==> config.mk <==
export PLATFORM = sky130hd
export DESIGN_NAME = add_sub_stage3
export DESIGN_NICKNAME = d
export VERILOG_FILES = /design/src/rtl/add_sub_stage3_pkg.sv /design/src/rtl/add_sub_stage3_lzc.sv /design/src/rtl/add_sub_stage3.sv
export SDC_FILE = /design/constraint.sdc
export NUM_CORES = 1
export LEC_CHECK = 0
export ABC_AREA = 1
export ABC_CLOCK_PERIOD_IN_PS = 4000
export CAP_MARGIN = 30
export CORE_ASPECT_RATIO = 0.8
export CORE_UTILIZATION = 44
export CTS_CLUSTER_SIZE = 24
export DETAILED_ROUTE_END_ITERATION = 16
export MAX_ROUTING_LAYER = met4
export PLACE_DENSITY = 0.71
export RECOVER_POWER = 100
export SYNTH_ARGS = -nofsm -noshare
export SYNTH_HDL_FRONTEND = slang
export SYNTH_HIERARCHICAL = 1
export SYNTH_SLANG_ARGS = --single-unit
==> constraint.sdc <==
create_clock -name Clk -period 4 [get_ports Clk]
set_input_delay 0.8 -clock Clk [delete_from_list [all_inputs] [get_ports Clk]]
set_output_delay 0.8 -clock Clk [all_outputs]
set_load 0.01 [all_outputs]
==> src/rtl/add_sub_stage3_pkg.sv <==
// Shared constants for the floating-point add/subtract path and its
// multiply/divide siblings.
package add_sub_stage3_pkg;

    localparam int DataSize     = 32;
    localparam int FractionSize = 23;
    localparam int MantissaSize = FractionSize + 1;
    localparam int RoundingSize = MantissaSize + 3;
    localparam int ExponentSize = 8;

    localparam logic [ExponentSize-1:0] ExpInf  = 8'hFF;
    localparam int                      ExpBias = 127;

endpackage

==> src/rtl/add_sub_stage3_lzc.sv <==
// Leading-zero counter used by the add/subtract normaliser; also reusable by
// the multiply/divide normaliser. An all-zero input returns Width.
module leading_zero_counter
    import add_sub_stage3_pkg::*;
#(
    parameter int Width     = RoundingSize,
    parameter int CountSize = 5
) (
    input  logic [Width-1:0]     value,
    output logic [CountSize-1:0] count
);

    // Scanning upward lets the highest set bit win.
    always_comb begin
        count = CountSize'(Width);
        for (int unsigned i = 0; i < Width; i++) begin
            if (value[i]) begin
                count = CountSize'(Width - 1 - i);
            end
        end
    end

endmodule

==> src/rtl/add_sub_stage3.sv <==
// Third add/subtract stage: significand add, normalise, round-to-nearest-even,
// exponent adjust and pack, across two back-pressurable register stages.
module add_sub_stage3
    import add_sub_stage3_pkg::*;
#(
    parameter int DataSize     = add_sub_stage3_pkg::DataSize,
    parameter int FractionSize = add_sub_stage3_pkg::FractionSize,
    parameter int MantissaSize = add_sub_stage3_pkg::MantissaSize,
    parameter int RoundingSize = add_sub_stage3_pkg::RoundingSize,
    parameter int ExponentSize = add_sub_stage3_pkg::ExponentSize
) (
    input  logic                    Clk,
    input  logic                    Reset,
    input  logic                    InValid,
    output logic                    InReady,
    input  logic [RoundingSize-1:0] Adder1,
    input  logic [RoundingSize-1:0] Adder2,
    input  logic [ExponentSize-1:0] ExponentBase,
    input  logic                    EffOperation,
    input  logic                    ResultSign,
    output logic                    OutValid,
    input  logic                    OutReady,
    output logic [DataSize-1:0]     Result,
    output logic                    Overflow,
    output logic                    Underflow
);

    localparam int SumSize     = RoundingSize + 1;
    localparam int ExpCalcSize = ExponentSize + 2;
    localparam int CountSize   = 5;
    localparam int MantRndSize = MantissaSize + 1;

    logic                    adv_a;
    logic                    adv_b;
    logic                    valid_a;
    logic [SumSize-1:0]      sum_a;
    logic [ExponentSize-1:0] exp_a;
    logic                    op_a;
    logic                    sign_a;

    assign adv_b   = OutReady | ~OutValid;
    assign adv_a   = adv_b | ~valid_a;
    assign InReady = adv_a;

    // Stage A: significand addition
    always_ff @(posedge Clk or posedge Reset) begin
        if (Reset) begin
            valid_a <= 1'b0;
            sum_a   <= '0;
            exp_a   <= '0;
            op_a    <= 1'b0;
            sign_a  <= 1'b0;
        end else if (adv_a) begin
            valid_a <= InValid;
            if (InValid) begin
                sum_a  <= SumSize'(Adder1) + SumSize'(Adder2) + SumSize'(EffOperation);
                exp_a  <= ExponentBase;
                op_a   <= EffOperation;
                sign_a <= ResultSign;
            end
        end
    end

    logic [CountSize-1:0] lzc;
    logic                 sub_zero;

    assign sub_zero = (sum_a[RoundingSize-1:0] == '0);

    leading_zero_counter #(
        .Width     (RoundingSize),
        .CountSize (CountSize)
    ) u_lzc (
        .value (sum_a[RoundingSize-1:0]),
        .count (lzc)
    );

    logic [RoundingSize-1:0]       norm;
    logic                          sticky_norm;
    logic signed [ExpCalcSize-1:0] exp_norm;
    logic signed [ExpCalcSize-1:0] exp_final;
    logic [MantissaSize-1:0]       mant;
    logic [MantRndSize-1:0]        mant_rnd;
    logic [FractionSize-1:0]       frac;
    logic                          guard;
    logic                          round_bit;
    logic                          sticky;
    logic                          round_up;
    logic [DataSize-1:0]           res_next;
    logic                          ovf_next;
    logic                          unf_next;

    // Stage B: normalise
    always_comb begin
        norm        = sum_a[RoundingSize-1:0];
        sticky_norm = 1'b0;
        exp_norm    = ExpCalcSize'(exp_a);
        if (op_a) begin
            norm     = sum_a[RoundingSize-1:0] << lzc;
            exp_norm = ExpCalcSize'(exp_a) - ExpCalcSize'(lzc);
        end else if (sum_a[RoundingSize]) begin
            norm        = sum_a[RoundingSize:1];
            sticky_norm = sum_a[0];
            exp_norm    = ExpCalcSize'(exp_a) + ExpCalcSize'(1);
        end
    end

    // Round to nearest even, then saturate or flush
    always_comb begin
        mant      = norm[RoundingSize-1 -: MantissaSize];
        guard     = norm[2];
        round_bit = norm[1];
        sticky    = norm[0] | sticky_norm;
        round_up  = guard & (round_bit | sticky | mant[0]);
        mant_rnd  = {1'b0, mant} + MantRndSize'(round_up);

        exp_final = exp_norm;
        frac      = mant_rnd[FractionSize-1:0];
        // A carry out of rounding means exactly 2.0; shifting right renormalises to 1.0.
        if (mant_rnd[MantissaSize]) begin
            exp_final = exp_norm + ExpCalcSize'(1);
            frac      = mant_rnd[FractionSize:1];
        end

        res_next = {sign_a, exp_final[ExponentSize-1:0], frac};
        ovf_next = 1'b0;
        unf_next = 1'b0;
        if (op_a && sub_zero) begin
            res_next = '0;
        end else if (exp_final >= $signed(ExpCalcSize'(ExpInf))) begin
            res_next = {sign_a, ExponentSize'(ExpInf), FractionSize'(0)};
            ovf_next = 1'b1;
        end else if (exp_final <= $signed(ExpCalcSize'(0))) begin
            res_next = {sign_a, ExponentSize'(0), FractionSize'(0)};
            unf_next = 1'b1;
        end
    end

    always_ff @(posedge Clk or posedge Reset) begin
        if (Reset) begin
            OutValid  <= 1'b0;
            Result    <= '0;
            Overflow  <= 1'b0;
            Underflow <= 1'b0;
        end else if (adv_b) begin
            OutValid <= valid_a;
            if (valid_a) begin
                Result    <= res_next;
                Overflow  <= ovf_next;
                Underflow <= unf_next;
            end
        end
    end

endmodule

==> metrics.json, run 1 <==
{
  "run_status": {"value": "finished, violations left"},
  "violations": {"value": "setup timing"},
  "path_common_cell": {"value": "sky130_fd_sc_hd__nand2_1"},
  "later_pin_clock_latency_in_the_skew_report": {"value": 350, "unit": "ps"},
  "primary_ff_master_synth": {"value": "sky130_fd_sc_hd__dfrtp_1"},
  "finalMaxSlewViolations": {"value": 0},
  "netlist_instances": {"value": 1366},
  "cts.path.max_buffers": {"value": 2},
  "hpwl": {"value": 21.7, "unit": "mm"},
  "starting_density": {"value": 45.2, "unit": "%"},
  "fp-row-count": {"value": 44},
  "timing_hold_violations_final": {"value": 0},
  "relative_slew_slack": {"value": 5.75, "unit": "%"},
  "cts_tree": {"value": "yes"},
  "grt_first_pass_wirelength": {"value": 46.3, "unit": "mm"},
  "die_x": {"value": 155, "unit": "um"},
  "power.static_leakage": {"value": 5.86, "unit": "nW"},
  "worst_hold_slack": {"value": 469, "unit": "ps"},
  "timing.final.crit_share": {"value": 119, "unit": "%"},
  "die_area": {"value": 0.0193, "unit": "mm2"},
  "post-route-worst-setup-slack": {"value": -752, "unit": "ps"},
  "nNetsFinal": {"value": 1727},
  "coreArea": {"value": 0.0182, "unit": "mm2"},
  "tightest_slew": {"value": 1410, "unit": "ps"},
  "yosysTopAreaCell": {"value": "sky130_fd_sc_hd__dfrtp_1"},
  "most_used_cells_in_the_layout_excluding_fill_and_tap_cells": {"value": "391 x sky130_fd_sc_hd__nand2_1, 171 x sky130_fd_sc_hd__buf_4, 145 x sky130_fd_sc_hd__nand3_1, 116 x sky130_fd_sc_hd__inv_1, 97 x sky130_fd_sc_hd__nor2_1"},
  "critical_path.endpoint_type": {"value": "register"},
  "dpl-instance-area": {"value": 0.0106, "unit": "mm2"},
  "drcViolationCount": {"value": 0},
  "detailroute.via_count": {"value": 10100},
  "synth_enable_flop_cells": {"value": 0},
  "hold_crit_class": {"value": "register to register"},
  "timing.final.setup_violations": {"value": 33},
  "largest_registers": {"value": "Result (32), sum_a (28), exp_a (8)"},
  "delay_contributed_by_the_slowest_stage_of_the_critical_path": {"value": 510, "unit": "ps"},
  "leading_cell_type_in_the_layout_fill_and_taps_excluded": {"value": "sky130_fd_sc_hd__nand2_1"},
  "layout.area.seq": {"value": 0.00185, "unit": "mm2"},
  "area_growth": {"value": 42.8, "unit": "%"},
  "critPathKind": {"value": "register to register"},
  "ys_types": {"value": 59},
  "numPortBuffers": {"value": 103},
  "wl": {"value": 29.0, "unit": "mm"},
  "timing.clock.skew": {"value": 7.72, "unit": "ps"},
  "first_global_vias": {"value": 9366},
  "critical_path_startpoint_category": {"value": "register"},
  "design_area": {"value": 0.0118, "unit": "mm2"},
  "crit_slowest_cell": {"value": "sky130_fd_sc_hd__fa_2"},
  "netlist_area": {"value": 0.00824, "unit": "mm2"},
  "cts_num_sinks": {"value": 74},
  "ys_seq_area_share": {"value": 22.5, "unit": "%"},
  "grtUsageTotal": {"value": 30.8, "unit": "%"},
  "final.min_clock_period": {"value": 4750, "unit": "ps"},
  "grt_overflow": {"value": 0},
  "synth_warn": {"value": 6},
  "synth_area_per_cell": {"value": 6.03, "unit": "um2"},
  "total_power_per_unit_cell_area": {"value": 533, "unit": "mW/mm2"},
  "max-vdd-ir-drop": {"value": 0.255, "unit": "mV"},
  "drt-initial-drc-count": {"value": 961},
  "grt_max_degree": {"value": 43},
  "rsz_0062_raised_after_global_routing": {"value": "yes"},
  "crit_required": {"value": 4230, "unit": "ps"},
  "cts-htree-levels": {"value": 3},
  "fp.dieH": {"value": 124, "unit": "um"},
  "final_util": {"value": 64.5, "unit": "%"},
  "worst_r2r_path_depth": {"value": 47},
  "post_drt_via_cell_ratio": {"value": 5.37},
  "multi_input_comb_area": {"value": 0.00617, "unit": "mm2"},
  "setup_tns_after_final_layout": {"value": -22890, "unit": "ps"},
  "routabilityCongestion": {"value": 0.951},
  "worst_setup_hold_path_clk_slew": {"value": 60, "unit": "ps"},
  "min_path_cells": {"value": 2},
  "maximum_fanout_along_the_worst_path": {"value": 5},
  "final_layout_size_suffix_gt1_share": {"value": 24.4, "unit": "%"},
  "fmax": {"value": 0.210, "unit": "GHz"},
  "number_of_antenna_diodes": {"value": 0},
  "numPlacedInstances": {"value": 1829},
  "route.antenna.remaining_nets": {"value": 0},
  "post_cts_hold_buffer_count": {"value": 0},
  "cts_inserted_buffers": {"value": 9},
  "critical_path_arrival": {"value": 4980, "unit": "ps"},
  "synth_nets": {"value": 1472},
  "share_of_async_settable_or_async_resettable_flops_after_synthesis": {"value": 100, "unit": "%"},
  "drt_first_pass_iters": {"value": 7},
  "fill_cells": {"value": 1706},
  "ios": {"value": 104},
  "wl_per_cell": {"value": 15.4, "unit": "um"},
  "largest_register_ffs": {"value": 32},
  "final_cell_count_no_fill": {"value": 1878},
  "yosys.area.top_type_share": {"value": 22.5, "unit": "%"},
  "grt_antenna_before_repair": {"value": 0},
  "yosys_register_bits": {"value": 74},
  "post_synth_main_area_contributors": {"value": "sky130_fd_sc_hd__dfrtp_1 22%, sky130_fd_sc_hd__nand2_1 20%, sky130_fd_sc_hd__nand3_1 13%"},
  "regMostFlops": {"value": "Result"},
  "clk_root_buffer_cell": {"value": "sky130_fd_sc_hd__clkbuf_16"},
  "max_cap_violations": {"value": 0}
}
-- what timing repair did --
item / in CTS / in global routing
endpoints found under the setup margin: 33 / 33
gates cloned: 2 / 1
setup buffers: 15 / 18
pin swaps: 14 / 38
resized for setup: 14 / 126
-- layer usage --
layer / global-route usage (%) / wire length [um] / vias up
met4: 9.09 / 578 / 0
met1: 45.2 / 14000 / 4686
met5: - / 0 / -
met2: 42.6 / 12200 / 341
li1: - / - / 5008
met3: 5.32 / 2170 / 44
-- cell families (layout without fill, tap and decap cells) --
group,after synthesis,after routing,synth area share (%)
flops,74,74,22.5
simple gates,852,853,46.0
fa+ha+maj,38,38,6.04
buf+inv,187,445,10.1
compound gates,185,185,12.3
xor+xnor,30,30,3.19
-- final timing paths --
kind | start | slack [ps] | endpoint
max | sum_a[0] | -750 | Result[24]
min | Result[5] | 470 | Result[5]
max reg2reg | sum_a[0] | -750 | Result[24]
min reg2reg | Result[5] | 470 | Result[5]
max in group asynchronous | Reset | 1100 | op_a
min in group asynchronous | Reset | 1220 | valid_a
-- worst max-delay path, delay by kind of cell, from the launching register on --
kind	cells	cell delay [ps]
AO/OA/AOI/OAI	1	240
flip-flops	1	380
adder cells (fa/ha/maj)	3	840
AND/OR/NAND/NOR	37	2590
XOR/XNOR	1	150
buffers and inverters	5	430
-- cell usage after synthesis (4+ instances only) --
cell type,n
sky130_fd_sc_hd__nand2_2,11
sky130_fd_sc_hd__nor4_1,8
sky130_fd_sc_hd__buf_2,12
sky130_fd_sc_hd__a21oi_1,63
sky130_fd_sc_hd__nor3_1,22
sky130_fd_sc_hd__buf_4,10
sky130_fd_sc_hd__buf_6,7
sky130_fd_sc_hd__nor2_2,5
sky130_fd_sc_hd__xnor2_1,10
sky130_fd_sc_hd__nor2_4,4
sky130_fd_sc_hd__nand4_1,19
sky130_fd_sc_hd__nand2_1,434
sky130_fd_sc_hd__o21ai_0,90
sky130_fd_sc_hd__dfrtp_1,74
sky130_fd_sc_hd__nand3_2,4
sky130_fd_sc_hd__ha_1,35
sky130_fd_sc_hd__xor2_1,20
sky130_fd_sc_hd__nand3_1,210
sky130_fd_sc_hd__inv_2,12
sky130_fd_sc_hd__clkbuf_1,16
sky130_fd_sc_hd__inv_1,124
sky130_fd_sc_hd__or2_2,10
sky130_fd_sc_hd__nor2_1,110
sky130_fd_sc_hd__a31oi_1,6
-- stage by stage --
stage | power, mW | worst slack (ps)
3_3_place_gp | 4.79 | -450
6_report | 6.27 | -752
4_1_cts | 5.96 | -462
2_1_floorplan | 3.32 | -161
3_5_place_dp | 4.83 | -552
5_1_grt | 6.74 | -1170
-- power breakdown --
group	internal, mW	switching [mW]	total, mW	leakage, nW
clock	0.641	0.339	0.980	0.172
sequential	0.986	0.172	1.16	0.911
combinational	1.80	2.33	4.13	4.77
-- cell type report --
type	count	area share, %
multi-input cells	1106	52.4
repair buffers	290	21.5
flip-flops and latches	74	15.7
inverters	140	4.68
well taps	253	2.69
clock buffers	11	2.15
clock inverters	4	0.840
No activity file was read; power rests on OpenSTA's default activity.
==> inputs of run 2 (changes only) <==
- GPL_ROUTABILITY_DRIVEN: not set -> 0
==> run 2 against run 1 <==
The flow still finishes with violations (setup timing). Sequential cell count stayed put. Sequential share of layout area increased by 0.99 points. Sequential power about the same. First-iteration DRC count up 15%.
==> metrics.json, run 2 (synthesis results as in run 1) <==
{
  "run_status": {"value": "finished, violations left"},
  "violations": {"value": "setup timing"},
  "cts-htree-levels": {"value": 3},
  "wl": {"value": 25.6, "unit": "mm"},
  "area_growth": {"value": 34.3, "unit": "%"},
  "most_used_cells_in_the_layout_excluding_fill_and_tap_cells": {"value": "420 x sky130_fd_sc_hd__nand2_1, 199 x sky130_fd_sc_hd__nand3_1, 146 x sky130_fd_sc_hd__buf_4, 118 x sky130_fd_sc_hd__inv_1, 101 x sky130_fd_sc_hd__nor2_1"},
  "max-vdd-ir-drop": {"value": 0.234, "unit": "mV"},
  "cts.path.max_buffers": {"value": 2},
  "later_pin_clock_latency_in_the_skew_report": {"value": 350, "unit": "ps"},
  "nNetsFinal": {"value": 1696},
  "post-route-worst-setup-slack": {"value": -517, "unit": "ps"},
  "final.min_clock_period": {"value": 4520, "unit": "ps"},
  "rsz_0062_raised_after_global_routing": {"value": "yes"},
  "wl_per_cell": {"value": 13.9, "unit": "um"},
  "worst_r2r_path_depth": {"value": 49},
  "dpl_worst_slack": {"value": -540, "unit": "ps"},
  "critical_path.endpoint_type": {"value": "register"},
  "path_common_cell": {"value": "sky130_fd_sc_hd__nand2_1"},
  "number_of_antenna_diodes": {"value": 0},
  "largest_register_ffs": {"value": 32},
  "finalMaxSlewViolations": {"value": 0},
  "rrSetupSlack": {"value": -520, "unit": "ps"},
  "design_area": {"value": 0.0111, "unit": "mm2"},
  "worstReg2RegStart": {"value": "sum_a[0]"},
  "die_x": {"value": 155, "unit": "um"},
  "timing.final.setup_violations": {"value": 33},
  "die_area": {"value": 0.0193, "unit": "mm2"},
  "final_cell_count_no_fill": {"value": 1848},
  "grt_antenna_before_repair": {"value": 0},
  "drt_first_pass_iters": {"value": 5},
  "grtUsageTotal": {"value": 27.7, "unit": "%"},
  "hpwl": {"value": 20.2, "unit": "mm"},
  "max_cap_violations": {"value": 0},
  "layout.area.seq": {"value": 0.00185, "unit": "mm2"},
  "crit_required": {"value": 4240, "unit": "ps"},
  "cts_inserted_buffers": {"value": 9},
  "fmax": {"value": 0.221, "unit": "GHz"},
  "critical_path_startpoint_category": {"value": "register"},
  "numPlacedInstances": {"value": 1817},
  "hold-path-endpoint": {"value": "Result[5]"},
  "comb_power_share": {"value": 64.9, "unit": "%"},
  "final_util": {"value": 60.7, "unit": "%"},
  "p_sw_share": {"value": 45.3, "unit": "%"},
  "cts_num_sinks": {"value": 74},
  "relative_slew_slack": {"value": 2.42, "unit": "%"},
  "leading_cell_type_in_the_layout_fill_and_taps_excluded": {"value": "sky130_fd_sc_hd__nand2_1"},
  "power_switching": {"value": 2.58, "unit": "mW"},
  "fp.dieH": {"value": 124, "unit": "um"},
  "setup_tns_after_final_layout": {"value": -15480, "unit": "ps"},
  "post_cts_hold_buffer_count": {"value": 0},
  "seqPwrFrac": {"value": 20.3, "unit": "%"},
  "critPathKind": {"value": "register to register"},
  "largest_registers": {"value": "Result (32), sum_a (28), exp_a (8)"},
  "total_power_per_unit_cell_area": {"value": 515, "unit": "mW/mm2"},
  "starting_density": {"value": 45.2, "unit": "%"},
  "internal_power": {"value": 3.12, "unit": "mW"},
  "detailroute.via_count": {"value": 9879},
  "coreArea": {"value": 0.0182, "unit": "mm2"},
  "cts_tree": {"value": "yes"},
  "timing.final.crit_share": {"value": 113, "unit": "%"},
  "clk_root_buffer_cell": {"value": "sky130_fd_sc_hd__clkbuf_16"},
  "critical_path_arrival": {"value": 4760, "unit": "ps"},
  "fill_cells": {"value": 1750},
  "final_layout_size_suffix_gt1_share": {"value": 17.4, "unit": "%"},
  "tightest_slew": {"value": 1460, "unit": "ps"},
  "hold_crit_class": {"value": "register to register"},
  "timing.clock.skew": {"value": 8.11, "unit": "ps"},
  "grt_overflow": {"value": 0},
  "delay_contributed_by_the_slowest_stage_of_the_critical_path": {"value": 510, "unit": "ps"},
  "route.antenna.remaining_nets": {"value": 0},
  "fp-row-count": {"value": 44},
  "ios": {"value": 104},
  "maximum_fanout_along_the_worst_path": {"value": 16},
  "power.static_leakage": {"value": 5.54, "unit": "nW"},
  "min_path_cells": {"value": 2},
  "worst_r2r_endpoint": {"value": "Result[19]"},
  "first_global_vias": {"value": 9101},
  "regMostFlops": {"value": "Result"},
  "drcViolationCount": {"value": 0},
  "grt_first_pass_wirelength": {"value": 42.5, "unit": "mm"},
  "drt-initial-drc-count": {"value": 1104},
  "worst_setup_hold_path_clk_slew": {"value": 60, "unit": "ps"},
  "grt_max_degree": {"value": 42},
  "numPortBuffers": {"value": 103},
  "timing_hold_violations_final": {"value": 0},
  "post_drt_via_cell_ratio": {"value": 5.35},
  "multi_input_comb_area": {"value": 0.00579, "unit": "mm2"},
  "clock_power_share": {"value": 14.8, "unit": "%"},
  "crit_slowest_cell": {"value": "sky130_fd_sc_hd__fa_2"},
  "dpl-instance-area": {"value": 0.0105, "unit": "mm2"},
  "timing.hold.worst.start": {"value": "Result[5]"}
}
==> run 2: power by group through the flow <==
stage,Sequential [mW],Clock (mW),Combinational (mW)
3_5_place_dp,1.17,0,3.55
6_report,1.16,0.842,3.69
5_1_grt,1.19,0.888,4.09
3_3_place_gp,1.17,0,3.50
2_1_floorplan,1.26,0,2.06
4_1_cts,1.16,0.849,3.65
==> run 2: worst max-delay path, delay by kind of cell, from the launching register on <==
family,cells,cell delay [ps]
AND/OR/NAND/NOR,39,2550
adder cells (fa/ha/maj),3,800
buffers and inverters,6,490
flip-flops,1,370
AO/OA/AOI/OAI,1,230
==> run 2: worst max-delay path by stage <==
stage / cells after the start / slack, ps / startpoint / endpoint
6_report: 49 / -520 / sum_a[0] / Result[19]
5_1_grt: 50 / -1020 / sum_a[1] / Result[19]
4_1_cts: 48 / -420 / sum_a[0] / Result[19]
3_5_place_dp: 47 / -540 / sum_a[0] / Result[19]
3_3_place_gp: 47 / -430 / sum_a[0] / Result[22]
2_1_floorplan: 51 / -160 / sum_a[1] / Result[9]
==> run 2: cell type report <==
| type | instances | area share (%) |
|---|---|---|
| clock buffer | 11 | 2.28 |
| clock inverter | 5 | 0.475 |
| inverter | 140 | 4.98 |
| multi-input combinational | 1106 | 52.4 |
| sequential | 74 | 16.7 |
| tap | 253 | 2.86 |
| timing repair buffer | 259 | 20.3 |
==> run 2: metal layers <==
| metal | up-vias | track usage, % | part of all wire (%) | wire [um] |
|---|---|---|---|---|
| met1 | 4487 | 38.6 | 47 | 12100 |
| met3 | 58 | 6.02 | 8.6 | 2210 |
| li1 | 4954 | - | - | - |
| met2 | 380 | 40.5 | 42 | 10900 |
| met4 | 0 | 6.70 | 1.9 | 492 |
| met5 | - | - | 0 | 0 |
==> run 2: metrics by stage <==
step | hold slack [ps] | total power [mW]
2_1_floorplan | 450 | 3.32
3_3_place_gp | 466 | 4.67
4_1_cts | 484 | 5.67
6_report | 472 | 5.70
5_1_grt | 501 | 6.17
3_5_place_dp | 467 | 4.72
==> run 2: what timing repair did <==
action / in CTS / in global routing
endpoints found under the setup margin: 33 / 33
endpoints found under the hold margin: 0 / 0
pin swaps: 13 / 15
gates resized for setup: 19 / 27
buffers inserted: 12 / 4
cloned: 1 / 1
==> inputs of run 3 (changes only) <==
- CORE_MARGIN: not set -> 5
- SKIP_LAST_GASP: not set -> 1
==> run 3 against run 2 <==
The flow still finishes with violations (setup timing). Wire length is 1.1% higher. Global-route usage down 2.9 points. Hold slack better by 4.3 ps. Final area rose by 0.97%. Critical path type unchanged. Critical endpoint is now Result[20]. Largest cell class unchanged.
==> metrics.json, run 3 (synthesis results as in run 1) <==
{
  "run_status": {"value": "finished, violations left"},
  "violations": {"value": "setup timing"},
  "drcViolationCount": {"value": 0},
  "clk_root_buffer_cell": {"value": "sky130_fd_sc_hd__clkbuf_16"},
  "cts-htree-levels": {"value": 3},
  "largest_register_ffs": {"value": 32},
  "relative_slew_slack": {"value": 12.7, "unit": "%"},
  "route.antenna.remaining_nets": {"value": 0},
  "final_layout_size_suffix_gt1_share": {"value": 18.1, "unit": "%"},
  "number_of_antenna_diodes": {"value": 0},
  "die_x": {"value": 163, "unit": "um"},
  "critical_path_arrival": {"value": 4790, "unit": "ps"},
  "worst_hold_slack": {"value": 477, "unit": "ps"},
  "delay_contributed_by_the_slowest_stage_of_the_critical_path": {"value": 500, "unit": "ps"},
  "final_util": {"value": 61.1, "unit": "%"},
  "grt_antenna_before_repair": {"value": 0},
  "post_drt_via_cell_ratio": {"value": 5.40},
  "largest_registers": {"value": "Result (32), sum_a (28), exp_a (8)"},
  "wl": {"value": 25.9, "unit": "mm"},
  "grt_overflow": {"value": 0},
  "max-vdd-ir-drop": {"value": 0.230, "unit": "mV"},
  "max_cap_violations": {"value": 0},
  "post-route-worst-setup-slack": {"value": -554, "unit": "ps"},
  "timing.final.crit_share": {"value": 114, "unit": "%"},
  "numPlacedInstances": {"value": 1815},
  "hold_crit_class": {"value": "register to register"},
  "timing.clock.skew": {"value": 6.13, "unit": "ps"},
  "worstReg2RegStart": {"value": "sum_a[0]"},
  "worst_setup_hold_path_clk_slew": {"value": 60, "unit": "ps"},
  "timing_hold_violations_final": {"value": 0},
  "numPortBuffers": {"value": 103},
  "cts_inserted_buffers": {"value": 9},
  "coreArea": {"value": 0.0183, "unit": "mm2"},
  "most_used_cells_in_the_layout_excluding_fill_and_tap_cells": {"value": "419 x sky130_fd_sc_hd__nand2_1, 192 x sky130_fd_sc_hd__nand3_1, 146 x sky130_fd_sc_hd__buf_4, 118 x sky130_fd_sc_hd__inv_1, 102 x sky130_fd_sc_hd__clkdlybuf4s50_1"},
  "maximum_fanout_along_the_worst_path": {"value": 16},
  "path_common_cell": {"value": "sky130_fd_sc_hd__nand2_1"},
  "area_growth": {"value": 35.6, "unit": "%"},
  "later_pin_clock_latency_in_the_skew_report": {"value": 350, "unit": "ps"},
  "setup.worst_path.start": {"value": "sum_a[0]"},
  "multi_input_comb_area": {"value": 0.00584, "unit": "mm2"},
  "fp-row-count": {"value": 44},
  "cts.path.max_buffers": {"value": 2},
  "critical_path_startpoint_category": {"value": "register"},
  "regMostFlops": {"value": "Result"},
  "final_cell_count_no_fill": {"value": 1848},
  "drt-initial-drc-count": {"value": 1201},
  "rsz_0062_raised_after_global_routing": {"value": "yes"},
  "final.min_clock_period": {"value": 4550, "unit": "ps"},
  "rrSetupSlack": {"value": -550, "unit": "ps"},
  "critPathKind": {"value": "register to register"},
  "fmax": {"value": 0.220, "unit": "GHz"},
  "totalPowerFinal": {"value": 5.82, "unit": "mW"},
  "finalMaxSlewViolations": {"value": 0},
  "ios": {"value": 104},
  "layout.area.seq": {"value": 0.00185, "unit": "mm2"},
  "starting_density": {"value": 45.1, "unit": "%"},
  "fp.dieH": {"value": 132, "unit": "um"},
  "power.static_leakage": {"value": 5.53, "unit": "nW"},
  "fill_cells": {"value": 1709},
  "dpl_worst_slack": {"value": -611, "unit": "ps"},
  "first_global_vias": {"value": 9207},
  "nNetsFinal": {"value": 1697},
  "hpwl": {"value": 20.6, "unit": "mm"},
  "wl_per_cell": {"value": 14.0, "unit": "um"},
  "cts_num_sinks": {"value": 74},
  "drt_first_pass_iters": {"value": 6},
  "total_power_per_unit_cell_area": {"value": 521, "unit": "mW/mm2"},
  "die_area": {"value": 0.0216, "unit": "mm2"},
  "tightest_slew": {"value": 1310, "unit": "ps"},
  "critical_path.endpoint_type": {"value": "register"},
  "grt_max_degree": {"value": 41},
  "grtUsageTotal": {"value": 24.8, "unit": "%"},
  "grt_first_pass_wirelength": {"value": 43.6, "unit": "mm"},
  "crit_required": {"value": 4240, "unit": "ps"},
  "timing.final.setup_violations": {"value": 33},
  "timing.hold.worst.start": {"value": "Result[1]"},
  "leading_cell_type_in_the_layout_fill_and_taps_excluded": {"value": "sky130_fd_sc_hd__nand2_1"},
  "detailroute.via_count": {"value": 9980},
  "crit_slowest_cell": {"value": "sky130_fd_sc_hd__fa_2"},
  "cts_tree": {"value": "yes"}
}
-- run 3: cell types whose count changed in the layout (fill, tap and decap cells not counted), sizes merged, moves of 2 or more --
| cell | delta |
|---|---|
| dlygate4sd3 | -36 |
| clkbuf | -2 |
| clkdlybuf4s50 | +36 |
| clkinv | -2 |
| buf | +2 |
-- run 3: cell type report --
cell class	count	share of cell area, %
multi-input combinational	1106	52.3
timing repair buffer	260	20.7
sequential	74	16.6
inverter	140	4.86
tap	253	2.83
clock buffer	10	2.05
clock inverter	5	0.717
-- run 3: path summary, 6_finish.rpt --
check / to / depth (start not counted)
max reg2reg: Result[20] / 49
max: Result[20] / 49
max in group asynchronous: sum_a[6] / 3
min reg2reg: Result[1] / 2
min: Result[1] / 2
min in group asynchronous: Result[29] / 2
-- run 3: metal layers --
metal  GRT usage (%)  wire, um  vias up
li1                -         -     4948
met5               -         0        -
met1            35.4     12000     4518
met2            35.8     10900      446
met4            5.92       624        0
met3            5.31      2450       68
-- run 3: where the power goes --
part           internal [mW]  leakage [nW]  switching, mW
registers              0.987         0.911          0.178
logic                   1.70          4.47           2.10
clock network          0.541         0.145          0.316
total                   3.23          5.53           2.59
-- run 3: worst max-delay path, delay by kind of cell (launching register included) --
| family | cells | cell delay, ps |
|---|---|---|
| simple gates | 39 | 2500 |
| compound gates | 1 | 270 |
| xor+xnor | 1 | 150 |
| buf+inv | 5 | 350 |
| flops | 1 | 370 |
| fa+ha+maj | 3 | 810 |
-- run 3: timing repair --
action,4_1_cts,5_1_grt
cloned,0,2
hold buffers,0,0
endpoints found under the setup margin,33,33
gates resized for setup,24,32
pin swaps,20,20
buffers inserted,10,8
-- run 3: per-stage QoR --
stage	TNS [ps]	cell area (um2)
2_1_floorplan	-3210	8320
3_3_place_gp	-13930	10500
3_5_place_dp	-18150	10500
4_1_cts	-13340	11000
5_1_grt	-32800	11200
6_report	-16870	11200
